### src/rtl/stopwatch_bcd_if.sv
// Button/tick inputs and BCD display outputs of the stopwatch core.
// master = control/display side, slave = stopwatch_bcd.
interface stopwatch_bcd_if;
    logic       tick_in;
    logic       btn_ss;
    logic       btn_clr;
    logic       btn_lap;
    logic       running;
    logic       lap_active;
    logic       ovf;
    logic [7:0] disp_cs;
    logic [7:0] disp_sec;
    logic [7:0] disp_min;

    modport master (
        output tick_in, btn_ss, btn_clr, btn_lap,
        input  running, lap_active, ovf, disp_cs, disp_sec, disp_min
    );

    modport slave (
        input  tick_in, btn_ss, btn_clr, btn_lap,
        output running, lap_active, ovf, disp_cs, disp_sec, disp_min
    );
endinterface

### src/rtl/stopwatch_bcd.sv
// BCD stopwatch (mm:ss.cc) counting rising edges of a divided clock sampled on clkin.
// Define STOPWATCH_LAP_EN to build the LAP state with a frozen lap display.
module stopwatch_bcd #(
    parameter int TICK_DIV = 1,
    parameter int MAX_MIN  = 99
) (
    input logic            clkin,
    input logic            rst,
    stopwatch_bcd_if.slave sw
);
    localparam logic [15:0] PRE_LAST = 16'(TICK_DIV - 1);
    localparam logic [7:0]  MIN_LAST = 8'((MAX_MIN / 10) * 16 + (MAX_MIN % 10));

    typedef enum logic [1:0] {IDLE, RUN, STOP, LAP} state_t;

`ifdef STOPWATCH_LAP_EN
    localparam int NIN = 4;
`else
    localparam int NIN = 3;
`endif

    logic [NIN-1:0] in_vec;
    logic [NIN-1:0] in_q_reg;
    logic [NIN-1:0] edge_vec;

`ifdef STOPWATCH_LAP_EN
    assign in_vec = {sw.btn_lap, sw.btn_clr, sw.btn_ss, sw.tick_in};
`else
    assign in_vec = {sw.btn_clr, sw.btn_ss, sw.tick_in};
`endif

    // Sampled in and out of reset alike, so an input held high across reset gives no edge.
    always_ff @(posedge clkin) begin
        in_q_reg <= in_vec;
    end

    genvar gi;
    generate
        for (gi = 0; gi < NIN; gi++) begin : g_edge
            assign edge_vec[gi] = in_vec[gi] & ~in_q_reg[gi];
        end
    endgenerate

    logic tick_edge, ss_edge, clr_edge;
    assign tick_edge = edge_vec[0];
    assign ss_edge   = edge_vec[1];
    assign clr_edge  = edge_vec[2];

    state_t      state_reg;
    logic [7:0]  cs_reg, sec_reg, min_reg;
    logic [15:0] pre_reg;
    logic        ovf_reg, running_reg;
    logic        counting, pre_bump, advance;

    assign counting = (state_reg == RUN) || (state_reg == LAP);
    assign pre_bump = tick_edge && counting;
    assign advance  = pre_bump && (pre_reg == PRE_LAST);

    logic [7:0] cs_next, sec_next, min_next;
    logic       wrap_next;

    // One-centisecond BCD increment of the whole chain.
    always_comb begin
        cs_next   = cs_reg;
        sec_next  = sec_reg;
        min_next  = min_reg;
        wrap_next = 1'b0;
        if (cs_reg[3:0] != 4'd9) begin
            cs_next[3:0] = cs_reg[3:0] + 4'd1;
        end else if (cs_reg[7:4] != 4'd9) begin
            cs_next = {cs_reg[7:4] + 4'd1, 4'd0};
        end else begin
            cs_next = 8'h00;
            if (sec_reg[3:0] != 4'd9) begin
                sec_next[3:0] = sec_reg[3:0] + 4'd1;
            end else if (sec_reg[7:4] != 4'd5) begin
                sec_next = {sec_reg[7:4] + 4'd1, 4'd0};
            end else begin
                sec_next = 8'h00;
                if (min_reg == MIN_LAST) begin
                    min_next  = 8'h00;
                    wrap_next = 1'b1;
                end else if (min_reg[3:0] != 4'd9) begin
                    min_next[3:0] = min_reg[3:0] + 4'd1;
                end else begin
                    min_next = {min_reg[7:4] + 4'd1, 4'd0};
                end
            end
        end
    end

`ifdef STOPWATCH_LAP_EN
    logic       lap_edge;
    logic       lap_active_reg;
    logic [7:0] lap_cs_reg, lap_sec_reg, lap_min_reg;
    assign lap_edge = edge_vec[3];
`endif

    always_ff @(posedge clkin) begin
        if (rst) begin
            state_reg   <= IDLE;
            cs_reg      <= 8'h00;
            sec_reg     <= 8'h00;
            min_reg     <= 8'h00;
            pre_reg     <= 16'd0;
            ovf_reg     <= 1'b0;
            running_reg <= 1'b0;
`ifdef STOPWATCH_LAP_EN
            lap_active_reg <= 1'b0;
            lap_cs_reg     <= 8'h00;
            lap_sec_reg    <= 8'h00;
            lap_min_reg    <= 8'h00;
`endif
        end else begin
            // Ticks act on the current state, independent of any transition this cycle.
            if (pre_bump) begin
                if (advance) begin
                    pre_reg <= 16'd0;
                    cs_reg  <= cs_next;
                    sec_reg <= sec_next;
                    min_reg <= min_next;
                    if (wrap_next) ovf_reg <= 1'b1;
                end else begin
                    pre_reg <= pre_reg + 16'd1;
                end
            end
            case (state_reg)
                IDLE: begin
                    if (ss_edge) begin
                        state_reg   <= RUN;
                        running_reg <= 1'b1;
                    end
                end
                RUN: begin
                    if (ss_edge) begin
                        state_reg   <= STOP;
                        running_reg <= 1'b0;
                    end
`ifdef STOPWATCH_LAP_EN
                    else if (lap_edge) begin
                        state_reg      <= LAP;
                        lap_active_reg <= 1'b1;
                        lap_cs_reg     <= cs_reg;
                        lap_sec_reg    <= sec_reg;
                        lap_min_reg    <= min_reg;
                    end
`endif
                end
                STOP: begin
                    if (clr_edge) begin
                        state_reg <= IDLE;
                        cs_reg    <= 8'h00;
                        sec_reg   <= 8'h00;
                        min_reg   <= 8'h00;
                        pre_reg   <= 16'd0;
                        ovf_reg   <= 1'b0;
                    end else if (ss_edge) begin
                        state_reg   <= RUN;
                        running_reg <= 1'b1;
                    end
                end
`ifdef STOPWATCH_LAP_EN
                LAP: begin
                    if (ss_edge) begin
                        state_reg      <= STOP;
                        running_reg    <= 1'b0;
                        lap_active_reg <= 1'b0;
                    end else if (lap_edge) begin
                        state_reg      <= RUN;
                        lap_active_reg <= 1'b0;
                    end
                end
`endif
                default: begin
                    state_reg   <= IDLE;
                    running_reg <= 1'b0;
                end
            endcase
        end
    end

    assign sw.running = running_reg;
    assign sw.ovf     = ovf_reg;

`ifdef STOPWATCH_LAP_EN
    assign sw.lap_active = lap_active_reg;
    assign sw.disp_cs    = lap_active_reg ? lap_cs_reg  : cs_reg;
    assign sw.disp_sec   = lap_active_reg ? lap_sec_reg : sec_reg;
    assign sw.disp_min   = lap_active_reg ? lap_min_reg : min_reg;
`else
    assign sw.lap_active = 1'b0;
    assign sw.disp_cs    = cs_reg;
    assign sw.disp_sec   = sec_reg;
    assign sw.disp_min   = min_reg;
`endif
endmodule

### src/flat_wrapper.sv
// flat-port wrapper written by rule: the top's interface ports become plain ports
module stopwatch_bcd_flat 
#(
    parameter int TICK_DIV = 1,
    parameter int MAX_MIN  = 99
)
  (clkin, rst, sw_tick_in, sw_btn_ss, sw_btn_clr, sw_btn_lap, sw_running, sw_lap_active, sw_ovf, sw_disp_cs, sw_disp_sec, sw_disp_min);
  stopwatch_bcd_if sw_i ();
  input logic clkin;
  input logic rst;
  input wire logic [$bits(sw_i.tick_in)-1:0] sw_tick_in;
  input wire logic [$bits(sw_i.btn_ss)-1:0] sw_btn_ss;
  input wire logic [$bits(sw_i.btn_clr)-1:0] sw_btn_clr;
  input wire logic [$bits(sw_i.btn_lap)-1:0] sw_btn_lap;
  output wire logic [$bits(sw_i.running)-1:0] sw_running;
  output wire logic [$bits(sw_i.lap_active)-1:0] sw_lap_active;
  output wire logic [$bits(sw_i.ovf)-1:0] sw_ovf;
  output wire logic [$bits(sw_i.disp_cs)-1:0] sw_disp_cs;
  output wire logic [$bits(sw_i.disp_sec)-1:0] sw_disp_sec;
  output wire logic [$bits(sw_i.disp_min)-1:0] sw_disp_min;
  assign sw_i.tick_in = sw_tick_in;
  assign sw_i.btn_ss = sw_btn_ss;
  assign sw_i.btn_clr = sw_btn_clr;
  assign sw_i.btn_lap = sw_btn_lap;
  assign sw_running = sw_i.running;
  assign sw_lap_active = sw_i.lap_active;
  assign sw_ovf = sw_i.ovf;
  assign sw_disp_cs = sw_i.disp_cs;
  assign sw_disp_sec = sw_i.disp_sec;
  assign sw_disp_min = sw_i.disp_min;
  stopwatch_bcd #(.TICK_DIV(TICK_DIV), .MAX_MIN(MAX_MIN)) u_core (.clkin(clkin), .rst(rst), .sw(sw_i));
endmodule
### config.mk
export PLATFORM = sky130hd
export DESIGN_NAME = stopwatch_bcd_flat
export DESIGN_NICKNAME = d
export VERILOG_FILES = /design/src/rtl/stopwatch_bcd_if.sv /design/src/rtl/stopwatch_bcd.sv /design/src/flat_wrapper.sv
export SDC_FILE = /design/constraint.sdc
export NUM_CORES = 1
export LEC_CHECK = 0
export CAP_MARGIN = 20
export CORE_MARGIN = 10
export CORE_UTILIZATION = 56
export CTS_BUF_LIST = sky130_fd_sc_hd__clkbuf_4 sky130_fd_sc_hd__clkbuf_8
export DETAILED_ROUTE_END_ITERATION = 10
export HOLD_SLACK_MARGIN = 0.05
export PLACE_DENSITY = 0.82
export SYNTH_ARGS = -nofsm -noshare
export SYNTH_HDL_FRONTEND = slang
export SYNTH_SLANG_ARGS = --single-unit
### constraint.sdc
create_clock -name clkin -period 2.95 [get_ports clkin]
set_input_delay 0.4425 -clock clkin [delete_from_list [all_inputs] [get_ports clkin]]
set_output_delay 0.4425 -clock clkin [all_outputs]
set_load 0.1 [all_outputs]
-- Word level (Yosys, flattened, before mapping)
Index checks and enable logic that the tools add are counted.
- $add $sub $neg: 7
- eq/ne operators: 11
- muxes and demuxes: 49
- bitwise logic cells: 6
- reductions and logical operators: 6
- operator list (kind ; count):
    $mux W8 ; 21
    $mux W16 ; 4
    $add A4 B1 Y4 const B ; 6
    $mux W4 ; 6
    $add A16 B1 Y16 const B ; 1
    $logic_not A16 Y1 ; 1
    $ne A4 B4 Y1 const B ; 4
    $mux W1 ; 13
    $eq A8 B8 Y1 const B ; 1
    $mux W2 ; 3
    $pmux W2 S3 ; 1
    $eq A2 B2 Y1 const B ; 2
    $ne A4 B3 Y1 const B ; 1
    $and A1 B1 Y1 ; 3
    $not A1 Y1 ; 3
    $pmux W1 S3 ; 1
    $eq A2 B1 Y1 const B ; 1
    $logic_and A1 B1 Y1 ; 2
    $logic_not A2 Y1 ; 1
    $ne A2 B1 Y1 const B ; 1
    $ne A2 B2 Y1 const B ; 1
    $reduce_and A2 Y1 ; 1
    $logic_or A1 B1 Y1 ; 1
- bits in registers: 47
- input port bits: 6
- output and inout bits: 27
- logic and storage cells: 87

-- Logic depth before layout (Yosys ltp)
Gate-level depths: netlist of the first run.
- depth after elaboration: 11
- depth in mapped cells: 8
- gate-level depth less buffers: 7

-- Worst setup path before layout of the first run
No wires, ideal clock.
- kind: register to register
- start point: register u_core.cs_reg[3], in the netlist u_core.sw.disp_cs[3]
- end point: register u_core.min_reg[0], in the netlist u_core.sw.disp_min[0]
- library setup time: 0.070 ns
- data arrival time: 2.919 ns
- required time: 2.880 ns
- path slack: -0.040 ns
- cell stages (with the launch flop): 7
- buffers on the path: 1
- period minus slack after synthesis: 2.990 ns
- cells stage by stage: dfxtp_1 > nor4bb_1 > nand3_1 > or4_4 > buf_6 > or4_1 > a21oi_1
- word-level cells in the longest chain between the ends: 6
- RTL lines (element ; RTL line ; text):
    from (decl) ; stopwatch_bcd.sv:50 ; logic [7:0] cs_reg, sec_reg, min_reg;
    from (signal assigned) ; stopwatch_bcd.sv:119 ; cs_reg <= cs_next;
    $ne A4 B4 Y1 (*) ; stopwatch_bcd.sv:68 ; if (cs_reg[3:0] != 4'd9) begin
    $mux W8 (*) ; stopwatch_bcd.sv:68 ;
    $mux W8 (*) ; stopwatch_bcd.sv:117 ; if (advance) begin
    $mux W8 (*) ; stopwatch_bcd.sv:116 ; if (pre_bump) begin
    $mux W8 ; stopwatch_bcd.sv:150 ; if (clr_edge) begin
    $mux W8 (*) ; stopwatch_bcd.sv:127 ; case (state_reg)
    to (signal assigned) ; stopwatch_bcd.sv:121 ; min_reg <= min_next;
    to (decl) ; stopwatch_bcd.sv:50 ;
Mark *: on every way between the ends. The rest lies on a longest branch, timed or not.
A chain may end at the register's enable or synchronous reset.

-- Final worst setup path of the first run
- start point: register u_core.pre_reg[9]
- end point: register u_core.min_reg[3], in the netlist u_core.sw.disp_min[3]
- word-level cells in the longest chain between the ends: 6
- RTL lines (element ; RTL line ; text):
    from (decl) ; stopwatch_bcd.sv:51 ; logic [15:0] pre_reg;
    from (signal assigned) ; stopwatch_bcd.sv:124 ; pre_reg <= pre_reg + 16'd1;
    $logic_not A16 Y1 (*) ; stopwatch_bcd.sv:57 ; assign advance = pre_bump && (pre_reg == PRE_LAST);
    $logic_and A1 B1 Y1 (*) ; stopwatch_bcd.sv:57 ;
    $mux W8 (*) ; stopwatch_bcd.sv:117 ;
    $mux W8 (*) ; stopwatch_bcd.sv:116 ;
    $mux W8 ; stopwatch_bcd.sv:150 ;
    $mux W8 (*) ; stopwatch_bcd.sv:127 ;
Marked as above.

==> results of run 1 <==
==> worst max-delay path: cells and delay by family (launching register included) <==
family,cells,cell delay [ps]
AOI/OAI and AO/OA,1,160
DFF,1,350
and+or+nand+nor,4,1940
==> kinds of logic (layout without fill, tap and decap cells) <==
| group | count (synthesis) | in the layout | share of synthesized area, % |
|---|---|---|---|
| AO/OA/AOI/OAI | 47 | 47 | 11.5 |
| buffers and inverters | 27 | 62 | 5.12 |
| AND/OR/NAND/NOR | 138 | 138 | 31.6 |
| other | 1 | 1 | 0.160 |
| multiplexers | 3 | 3 | 1.28 |
| XOR/XNOR | 16 | 16 | 5.97 |
| flip-flops | 47 | 47 | 40.1 |
| adder cells (fa/ha/maj) | 8 | 8 | 4.27 |
==> worst max path at each step <==
| stage | from | end | slack [ps] | depth (start not counted) |
|---|---|---|---|---|
| 3_3_place_gp | sw_tick_in | u_core.sw.disp_min[3]$_SDFF_PP0_ | 250 | 6 |
| 5_1_grt | u_core.pre_reg[9]$_SDFF_PP0_ | u_core.sw.disp_min[3]$_SDFF_PP0_ | 300 | 5 |
| 6_report | u_core.pre_reg[9]$_SDFF_PP0_ | u_core.sw.disp_min[3]$_SDFF_PP0_ | 420 | 5 |
| 3_5_place_dp | sw_tick_in | u_core.sw.disp_min[3]$_SDFF_PP0_ | 240 | 6 |
| 4_1_cts | u_core.pre_reg[9]$_SDFF_PP0_ | u_core.sw.disp_min[3]$_SDFF_PP0_ | 420 | 5 |
| 2_1_floorplan | u_core.sw.disp_sec[4]$_SDFF_PP0_ | u_core.sw.disp_min[0]$_SDFF_PP0_ | 40 | 6 |
==> cell type report <==
cell class / count / area [um^2]
inverter: 17 / 63.8
clock inverter: 1 / 5.00
tap: 50 / 62.6
multi-input combinational: 213 / 1280
fill: 345 / 1300
timing repair buffer: 37 / 288
sequential: 47 / 942
clock buffer: 7 / 83.8
==> synthesized netlist by cell type (all sizes together) (2+ instances only) <==
| library cell | n |
|---|---|
| or4 | 7 |
| inv | 17 |
| o21a | 3 |
| nand4 | 12 |
| and2 | 3 |
| nand3 | 10 |
| nor4 | 8 |
| a31oi | 5 |
| xnor2 | 8 |
| nand3b | 4 |
| nand2b | 4 |
| a21oi | 23 |
| xor2 | 8 |
| nand2 | 28 |
| nor2b | 4 |
| or2 | 3 |
| ha | 8 |
| nor3 | 4 |
| clkbuf | 7 |
| a21boi | 2 |
| nor2 | 31 |
| dfxtp | 47 |
| mux2i | 3 |
| and3b | 2 |
| nor4bb | 2 |
| o21ai | 9 |
| and3 | 3 |
| or3 | 8 |
| buf | 3 |
==> per-layer routing <==
| metal | global-route usage (%) | share of wire [%] |
|---|---|---|
| met1 | 15.4 | 48 |
| met3 | 4.35 | 3.6 |
| met4 | 3.59 | 0.82 |
| met5 | 0 | 0 |
| met2 | 22.1 | 48 |
==> power by group through the flow <==
stage	clock network [mW]	logic, mW	registers [mW]
2_1_floorplan	0	0.0418	0.684
3_3_place_gp	0	0.0789	0.666
3_5_place_dp	0	0.0799	0.666
4_1_cts	0.401	0.0799	0.651
5_1_grt	0.421	0.0855	0.653
6_report	0.390	0.0795	0.651
==> metrics, run 1 <==
layout cells sized above 1=14.3%; grt total ovfl=0; clk_skew=10.1 ps; Final ANT Viol Nets=0; final hold violations=0; Psw=271 uW; Initial Util=58.2%; setup_tns=0 ps; Final Slew Violations=0; cell taking the most area after synthesis=dfxtp_1; WL/cell=12.8 um; DRC viols=0; synth top area cells=dfxtp_1 40%, nor2_1 5.0%, a21oi_1 4.9%, nand2_1 4.5%, ha_1 4.3%; Final setup viols=0; post-layout util=67.8%; Placement Setup Slack=240 ps; Die X=84.7 um; worst reg-to-reg setup slack=420 ps; Post-Syn Instances=287; Seq/Total Area, Yosys=40.1%; min Tclk post-route=2530 ps; vias in the first global route=1882; number of synthesized register bits=47; io pins=33; share of the synthesized area in the top cell type=40.1%; Total Power=1.12 mW; Netlist cell types=45; diode count=0; Root Buffer=clkbuf_8; FF-to-FF End=u_core.sw.disp_min[3]$_SDFF_PP0_; Pre-Repair DR Iteration Count=4; period utilization=85.9%; crit path kind=reg -> reg; combinational power share=7.1%; Worst setup EP type=flip-flop; RSZ-0062 raised after global routing=false; Post-CTS Hold Buffers=0; Sw Ratio=24.2%; Cell Chain, Critical Path=or4_1, or2_1, or4_4, or4b_1, a31oi_1; Max IR drop VDD=0.307 mV; fmax=395 MHz; Mapped Nets=301; via count=2077; Max-slew headroom=50.0%; Synth Warn #=0; smallest hold slack=477 ps; Arr. time, crit path=2760 ps; ys async rst share=0%; # Post-CTS Setup Buffers=0; Largest stage delay, worst path=590 ps; CTS tree=built; clock buffer depth=2; cell row count=23; RePlAce Congestion=0.789; post_cts resized=0; Placed Area=2640 um^2; finished layout cell area=2730 um^2; clock network fraction of total power=34.8%; crit path max-delay cell type=or4_4; initial antenna violation count=0; Seq pwr share=58.1%; top_reg_cell synth=dfxtp_1; worst hold stages=2; CORE AREA=4030 um^2; setup ws final=416 ps; synthesized cell area=2350 um^2; crit path max fanout=11; startpoint types=flip-flop; TritonCTS buffer count=5; Pint=849 uW; Reg clk slew, reported paths=80 ps; most frequent cells in the layout=46 x dfxtp_1, 33 x buf_4, 31 x nor2_1; maxcap violations=0; RR Startpoint=u_core.pre_reg[9]$_SDFF_PP0_; actual slew at the worst max-slew pin=742 ps; initial drt markers=82; P per Cell Area=410 nW/um^2; hold path start=u_core.pre_reg[0]$_SDFF_PP0_; status=completed; worst hold path type=reg -> reg; most common cell after layout, fill and taps aside=dfxtp_1; largest net degree at the start of global routing=23; die area=7180 um^2; syn avg cell area=8.17 um^2; Clock Sinks=47; clock latency on the worst-skew pair=300 ps; Die H=84.7 um; Port Buf Inserts=30; placed cells=364; Worst EP required=3170 ps; EDFF count, synth=0; Hold EP=u_core.pre_reg[0]$_SDFF_PP0_; Synth-to-Final Area Change=16.4%; worst reg2reg path depth=5; Finished Layout Cells=372; first-pass GRT wire length=8160 um; # nets final=335; All-Layer GR Usage=13.1%; vias per cell=5.58; H-tree depth=2; Leakage=1.01 nW; final WL=4770 um; Post-DP HPWL=3560 um; max FFs per register=16
Note: power is estimated with default switching activity, not from simulation.
==> inputs of run 2 (changes only) <==
--- a/config.mk
+++ b/config.mk
@@ -6,12 +6,15 @@
 export NUM_CORES = 1
 export LEC_CHECK = 0
 export CAP_MARGIN = 20
+export CELL_PAD_IN_SITES_DETAIL_PLACEMENT = 0
+export CELL_PAD_IN_SITES_GLOBAL_PLACEMENT = 1
 export CORE_MARGIN = 10
-export CORE_UTILIZATION = 56
+export CORE_UTILIZATION = 42
 export CTS_BUF_LIST = sky130_fd_sc_hd__clkbuf_4 sky130_fd_sc_hd__clkbuf_8
 export DETAILED_ROUTE_END_ITERATION = 10
 export HOLD_SLACK_MARGIN = 0.05
-export PLACE_DENSITY = 0.82
+export PLACE_DENSITY_LB_ADDON = 0.1
+export REMOVE_ABC_BUFFERS = 1
 export SYNTH_ARGS = -nofsm -noshare
 export SYNTH_HDL_FRONTEND = slang
 export SYNTH_SLANG_ARGS = --single-unit
==> run 2 against run 1 <==
First-iteration DRC count up 2.4%. Clock-buffer cell count stayed put. Sequential cell count unchanged. Utilization decreased by 17 points. Sequential share of layout area decreased by 0.65 points. Final area is 1.8% higher. Register-to-register slack improved by 20 ps. Die area up 25%. Fmax grew 0.65%. Wire length grew 9.3%. Cell count up 6.7%. Clock power grew 3%. Critical path type unchanged. Largest cell class unchanged. Largest power group unchanged.
==> metrics, run 2 (same netlist as run 1, synthesis figures left out) <==
status=completed; crit path max-delay cell type=or4_4; Max IR drop VDD=0.197 mV (-36%); initial drt markers=84 (+2.4%); setup_tns=0 ps (unchanged); TritonCTS buffer count=5 (unchanged); Placed Area=2690 um^2 (+1.8%); Die X=94.7 um (+12%); clk_skew=9.26 ps (-0.869 ps); period utilization=85.3% (-0.55 points); maxcap violations=0 (unchanged); CTS tree=built; first-pass GRT wire length=9070 um (+11%); top cell family by delay on the critical path=simple AND/OR/NAND/NOR gates; grt total ovfl=0 (unchanged); Initial Util=42.9% (-15 points); min Tclk post-route=2520 ps (-16.2 ps); via count=2061 (-0.77%); worst reg-to-reg setup slack=430 ps (+20 ps); Root Buffer=clkbuf_8; initial antenna violation count=0 (unchanged); setup ws final=432 ps (+16.2 ps); # Post-CTS Setup Buffers=0 (unchanged); Pint=851 uW (+0.21%); RR Startpoint=u_core.pre_reg[9]$_SDFF_PP0_; Total Power=1.13 mW (+1.3%); clock latency on the worst-skew pair=300 ps (about the same); diode count=0 (unchanged); Final Slew Violations=0 (unchanged); Reg clk slew, reported paths=90 ps (about the same); post-layout util=50.8% (-17 points); Max-slew headroom=55.8% (+5.8 points); actual slew at the worst max-slew pin=656 ps (-85.9 ps); Placement Setup Slack=284 ps (+44.4 ps); Synth-to-Final Area Change=18.5%; smallest hold slack=478 ps (+0.965 ps); Finished Layout Cells=397 (+6.7%); combinational power share=7.4% (+0.3 points); Final ANT Viol Nets=0 (unchanged); Worst EP required=3190 ps (+20 ps); Post-DP HPWL=3810 um (+7.1%); Largest stage delay, worst path=600 ps (about the same); # nets final=338 (+0.90%); max FFs per register=16 (unchanged); CORE AREA=5470 um^2 (+36%); DRC viols=0 (unchanged); Arr. time, crit path=2750 ps (about the same); P per Cell Area=408 nW/um^2 (-0.50%); Sw Ratio=25.0% (+0.80 points); Worst setup EP type=flip-flop; die area=8970 um^2 (+25%); largest net degree at the start of global routing=23 (unchanged); clock network fraction of total power=35.4% (+0.6 points); most frequent cells in the layout=47 x dfxtp_1, 36 x buf_4, 31 x nor2_1; post_cts resized=0 (unchanged); clock buffer depth=2 (unchanged); WL/cell=13.1 um (+2.4%); fmax=397 MHz (+0.65%); layout cells sized above 1=14.8% (+0.48 points); cell row count=27 (+17%); Post-CTS Hold Buffers=0 (unchanged); final WL=5220 um (+9.3%); Port Buf Inserts=30 (unchanged); All-Layer GR Usage=12.2% (-0.91 points); io pins=33 (unchanged); crit path max fanout=11 (unchanged); Clock Sinks=47 (unchanged); Cell Chain, Critical Path=or4_1, or2_1, or4_4, or4b_1, a31oi_1; crit path launch=u_core.pre_reg[9]$_SDFF_PP0_; hold path start=u_core.pre_reg[0]$_SDFF_PP0_; finished layout cell area=2780 um^2 (+1.8%); Pre-Repair DR Iteration Count=5 (+1); vias per cell=5.19 (-7.0%); crit path kind=reg -> reg; FF-to-FF End=u_core.sw.disp_min[3]$_SDFF_PP0_; Leakage=1.02 nW (+1.4%); CP endpoint=u_core.sw.disp_min[3]$_SDFF_PP0_; worst hold path type=reg -> reg; Psw=283 uW (+4.6%); RSZ-0062 raised after global routing=false; worst reg2reg path depth=5 (unchanged); most common cell after layout, fill and taps aside=dfxtp_1; Die H=94.7 um (+12%); cell count along the critical path=5 (unchanged); final hold violations=0 (unchanged); RePlAce Congestion=0.831 (+5.3%); placed cells=389 (+6.9%); Final setup viols=0 (unchanged); startpoint types=flip-flop; Buf/Inv on CP=0 (unchanged); vias in the first global route=1920 (+2.0%); Seq pwr share=57.2% (-0.9 points); H-tree depth=2 (unchanged)
==> run 2: worst min-delay path by stage <==
stage | slack, ps | cells after the start | endpoint
floorplan | 450 | 2 | u_core.pre_reg[0]$_SDFF_PP0_
finish | 480 | 2 | u_core.pre_reg[0]$_SDFF_PP0_
CTS | 480 | 2 | u_core.pre_reg[0]$_SDFF_PP0_
global placement | 460 | 2 | u_core.sw.ovf$_SDFF_PP0_
detailed placement | 470 | 2 | u_core.pre_reg[0]$_SDFF_PP0_
global route | 510 | 2 | u_core.pre_reg[0]$_SDFF_PP0_
==> run 2: power groups by stage <==
stage	Combinational [mW]	Sequential, mW	Clock, mW
global route	0.0925	0.651	0.443
global placement	0.0844	0.664	0
detailed placement	0.0848	0.664	0
CTS	0.0850	0.649	0.419
finish	0.0837	0.649	0.402
floorplan	0.0359	0.686	0
==> run 2: routing by layer <==
layer	GRT usage, %	part of all wire [%]
met5	0	0
met2	18.9	45
met4	2.99	0.94
met3	3.65	4.8
met1	16.2	49
==> run 2: final cells by class <==
class	count	area (um^2)
clock inverters	1	5.00
flip-flops and latches	47	941
multi-input cells	213	1280
repair buffers	40	310
inverters	17	63.8
fillers	571	2690
clock buffers	7	83.8
well taps	72	90.1
==> run 2: worst min-delay path, cell delays in order (launching register included) <==
cell and delay (ps):
dfxtp_1 330, nand2_1 60, a21oi_1 50
==> inputs of run 3 (changes only) <==
--- a/config.mk
+++ b/config.mk
@@ -12,6 +12,7 @@
 export CORE_UTILIZATION = 42
 export CTS_BUF_LIST = sky130_fd_sc_hd__clkbuf_4 sky130_fd_sc_hd__clkbuf_8
 export DETAILED_ROUTE_END_ITERATION = 10
+export GPL_TIMING_DRIVEN = 0
 export HOLD_SLACK_MARGIN = 0.05
 export PLACE_DENSITY_LB_ADDON = 0.1
 export REMOVE_ABC_BUFFERS = 1
==> run 3 against run 2 <==
Wire length fell by 3.1%. Fmax decreased by 6.8%. Via count about the same. Critical endpoint unchanged. Largest power group unchanged.
==> metrics, run 3 (same netlist as run 1, synthesis figures left out) <==
status=completed; clock buffer depth=2 (unchanged); most common cell after layout, fill and taps aside=dfxtp_1; P per Cell Area=403 nW/um^2 (-1.2%); cell row count=27 (unchanged); vias in the first global route=1905 (-0.78%); Reg clk slew, reported paths=90 ps (about the same); die area=8970 um^2 (unchanged); Leakage=0.923 nW (-10%); CTS tree=built; crit path max-delay cell type=nor4bb_1; startpoint types=flip-flop; crit path max fanout=11 (unchanged); CORE AREA=5470 um^2 (unchanged); fill count=564 (-1.2%); Clock Sinks=47 (unchanged); crit path launch=u_core.sw.disp_cs[3]$_SDFF_PP0_; DRC viols=0 (unchanged); TritonCTS buffer count=5 (unchanged); max FFs per register=16 (unchanged); clock latency on the worst-skew pair=300 ps (about the same); Cell Chain, Critical Path=nor4bb_1, nand3_1, or4_4, or4b_1, a31oi_1; Final Slew Violations=0 (unchanged); vias per cell=5.31 (+2.4%); initial drt markers=48 (-43%); actual slew at the worst max-slew pin=983 ps (+327 ps); Die H=94.7 um (unchanged); diode count=0 (unchanged); period utilization=91.5% (+6.2 points); Max IR drop VDD=0.280 mV (+42%); Finished Layout Cells=388 (-2.3%); Max-slew headroom=34.2% (-22 points); layout cells sized above 1=4.43% (-10 points); final hold violations=0 (unchanged); min Tclk post-route=2700 ps (+182 ps); Pre-Repair DR Iteration Count=4 (-1); largest net degree at the start of global routing=23 (unchanged); crit path kind=reg -> reg; fmax=370 MHz (-6.8%); first-pass GRT wire length=8650 um (-4.6%); Post-CTS Hold Buffers=0 (unchanged); initial antenna violation count=0 (unchanged); most frequent cells in the layout=47 x dfxtp_1, 31 x nor2_1, 30 x clkdlybuf4s50_1; maxcap violations=0 (unchanged); Placement Setup Slack=-6.92 ps (-291 ps); Worst EP required=3180 ps (about the same); Final ANT Viol Nets=0 (unchanged); setup ws final=250 ps (-182 ps); RSZ-0062 raised after global routing=false; Die X=94.7 um (unchanged); Post-DP HPWL=3770 um (-1.2%); worst hold path type=reg -> reg; placed cells=380 (-2.3%); final WL=5050 um (-3.1%); H-tree depth=2 (unchanged); grt total ovfl=0 (unchanged); Synth-to-Final Area Change=18.6%; Arr. time, crit path=2930 ps (+180 ps); Root Buffer=clkbuf_8; WL/cell=13.0 um (-0.88%); via count=2062 (+0.049%); clk_skew=6.45 ps (-2.80 ps); hold path start=u_core.pre_reg[1]$_SDFF_PP0_; Initial Util=42.9% (unchanged); RR Startpoint=u_core.sw.disp_cs[3]$_SDFF_PP0_; Largest stage delay, worst path=700 ps (+100 ps); post-layout util=50.8% (+0.069 points); All-Layer GR Usage=11.6% (-0.59 points); Port Buf Inserts=30 (unchanged); Worst setup EP type=flip-flop; io pins=33 (unchanged); # nets final=329 (-2.7%); Final setup viols=0 (unchanged); RePlAce Congestion=0.791 (-4.8%)
==> run 3: repair_timing <==
action,in CTS,in global routing
setup buffers,0,0
gates resized for setup,0,1
setup endpoints to repair,0,1
==> run 3: area by class of cell <==
class	count	area [um^2]	share of cell area, %
Multi-Input combinational cell	213	1290	46.4
Sequential cell	47	941	33.8
Timing Repair Buffer	31	308	11.1
Tap cell	72	90.1	3.24
Clock buffer	6	76.3	2.74
Inverter	17	63.8	2.29
Clock inverter	2	12.5	0.450
==> run 3: worst max-delay path: cells and delay by family, from the launching register on <==
| kind | cells | cell delay, ps |
|---|---|---|
| simple gates | 4 | 2060 |
| flops | 1 | 400 |
| compound gates | 1 | 180 |
==> run 3: metal layers <==
metal | GRT usage [%] | up-vias | share of wire, %
met5 | 0 | - | 0
met4 | 3.37 | 0 | 0.61
met3 | 3.41 | 4 | 4.6
met2 | 19.2 | 28 | 46
met1 | 14.3 | 971 | 49
li1 | - | 1059 | -
==> run 3: where the power goes <==
part	switching, mW	internal (mW)	leakage (nW)
logic	0.0579	0.0229	0.498
registers	0.00877	0.642	0.380
clock network	0.216	0.175	0.0446
==> run 3: final timing paths <==
path,end,slack [ps],depth (start not counted)
hold / removal,u_core.pre_reg[1]$_SDFF_PP0_,480,2
hold reg to reg,u_core.pre_reg[1]$_SDFF_PP0_,480,2
setup / recovery,u_core.sw.disp_min[3]$_SDFF_PP0_,250,5
setup reg to reg,u_core.sw.disp_min[3]$_SDFF_PP0_,250,5
==> run 3: stage by stage <==
stage	setup TNS [ps]	power (mW)	hold slack, ps	cell area, um^2
3_3_place_gp	-0.624	0.745	459	2680
4_1_cts	0	1.14	483	2780
3_5_place_dp	-6.92	0.747	464	2690
5_1_grt	0	1.17	514	2780
6_report	0	1.12	481	2780
2_1_floorplan	-92.3	0.722	449	2290
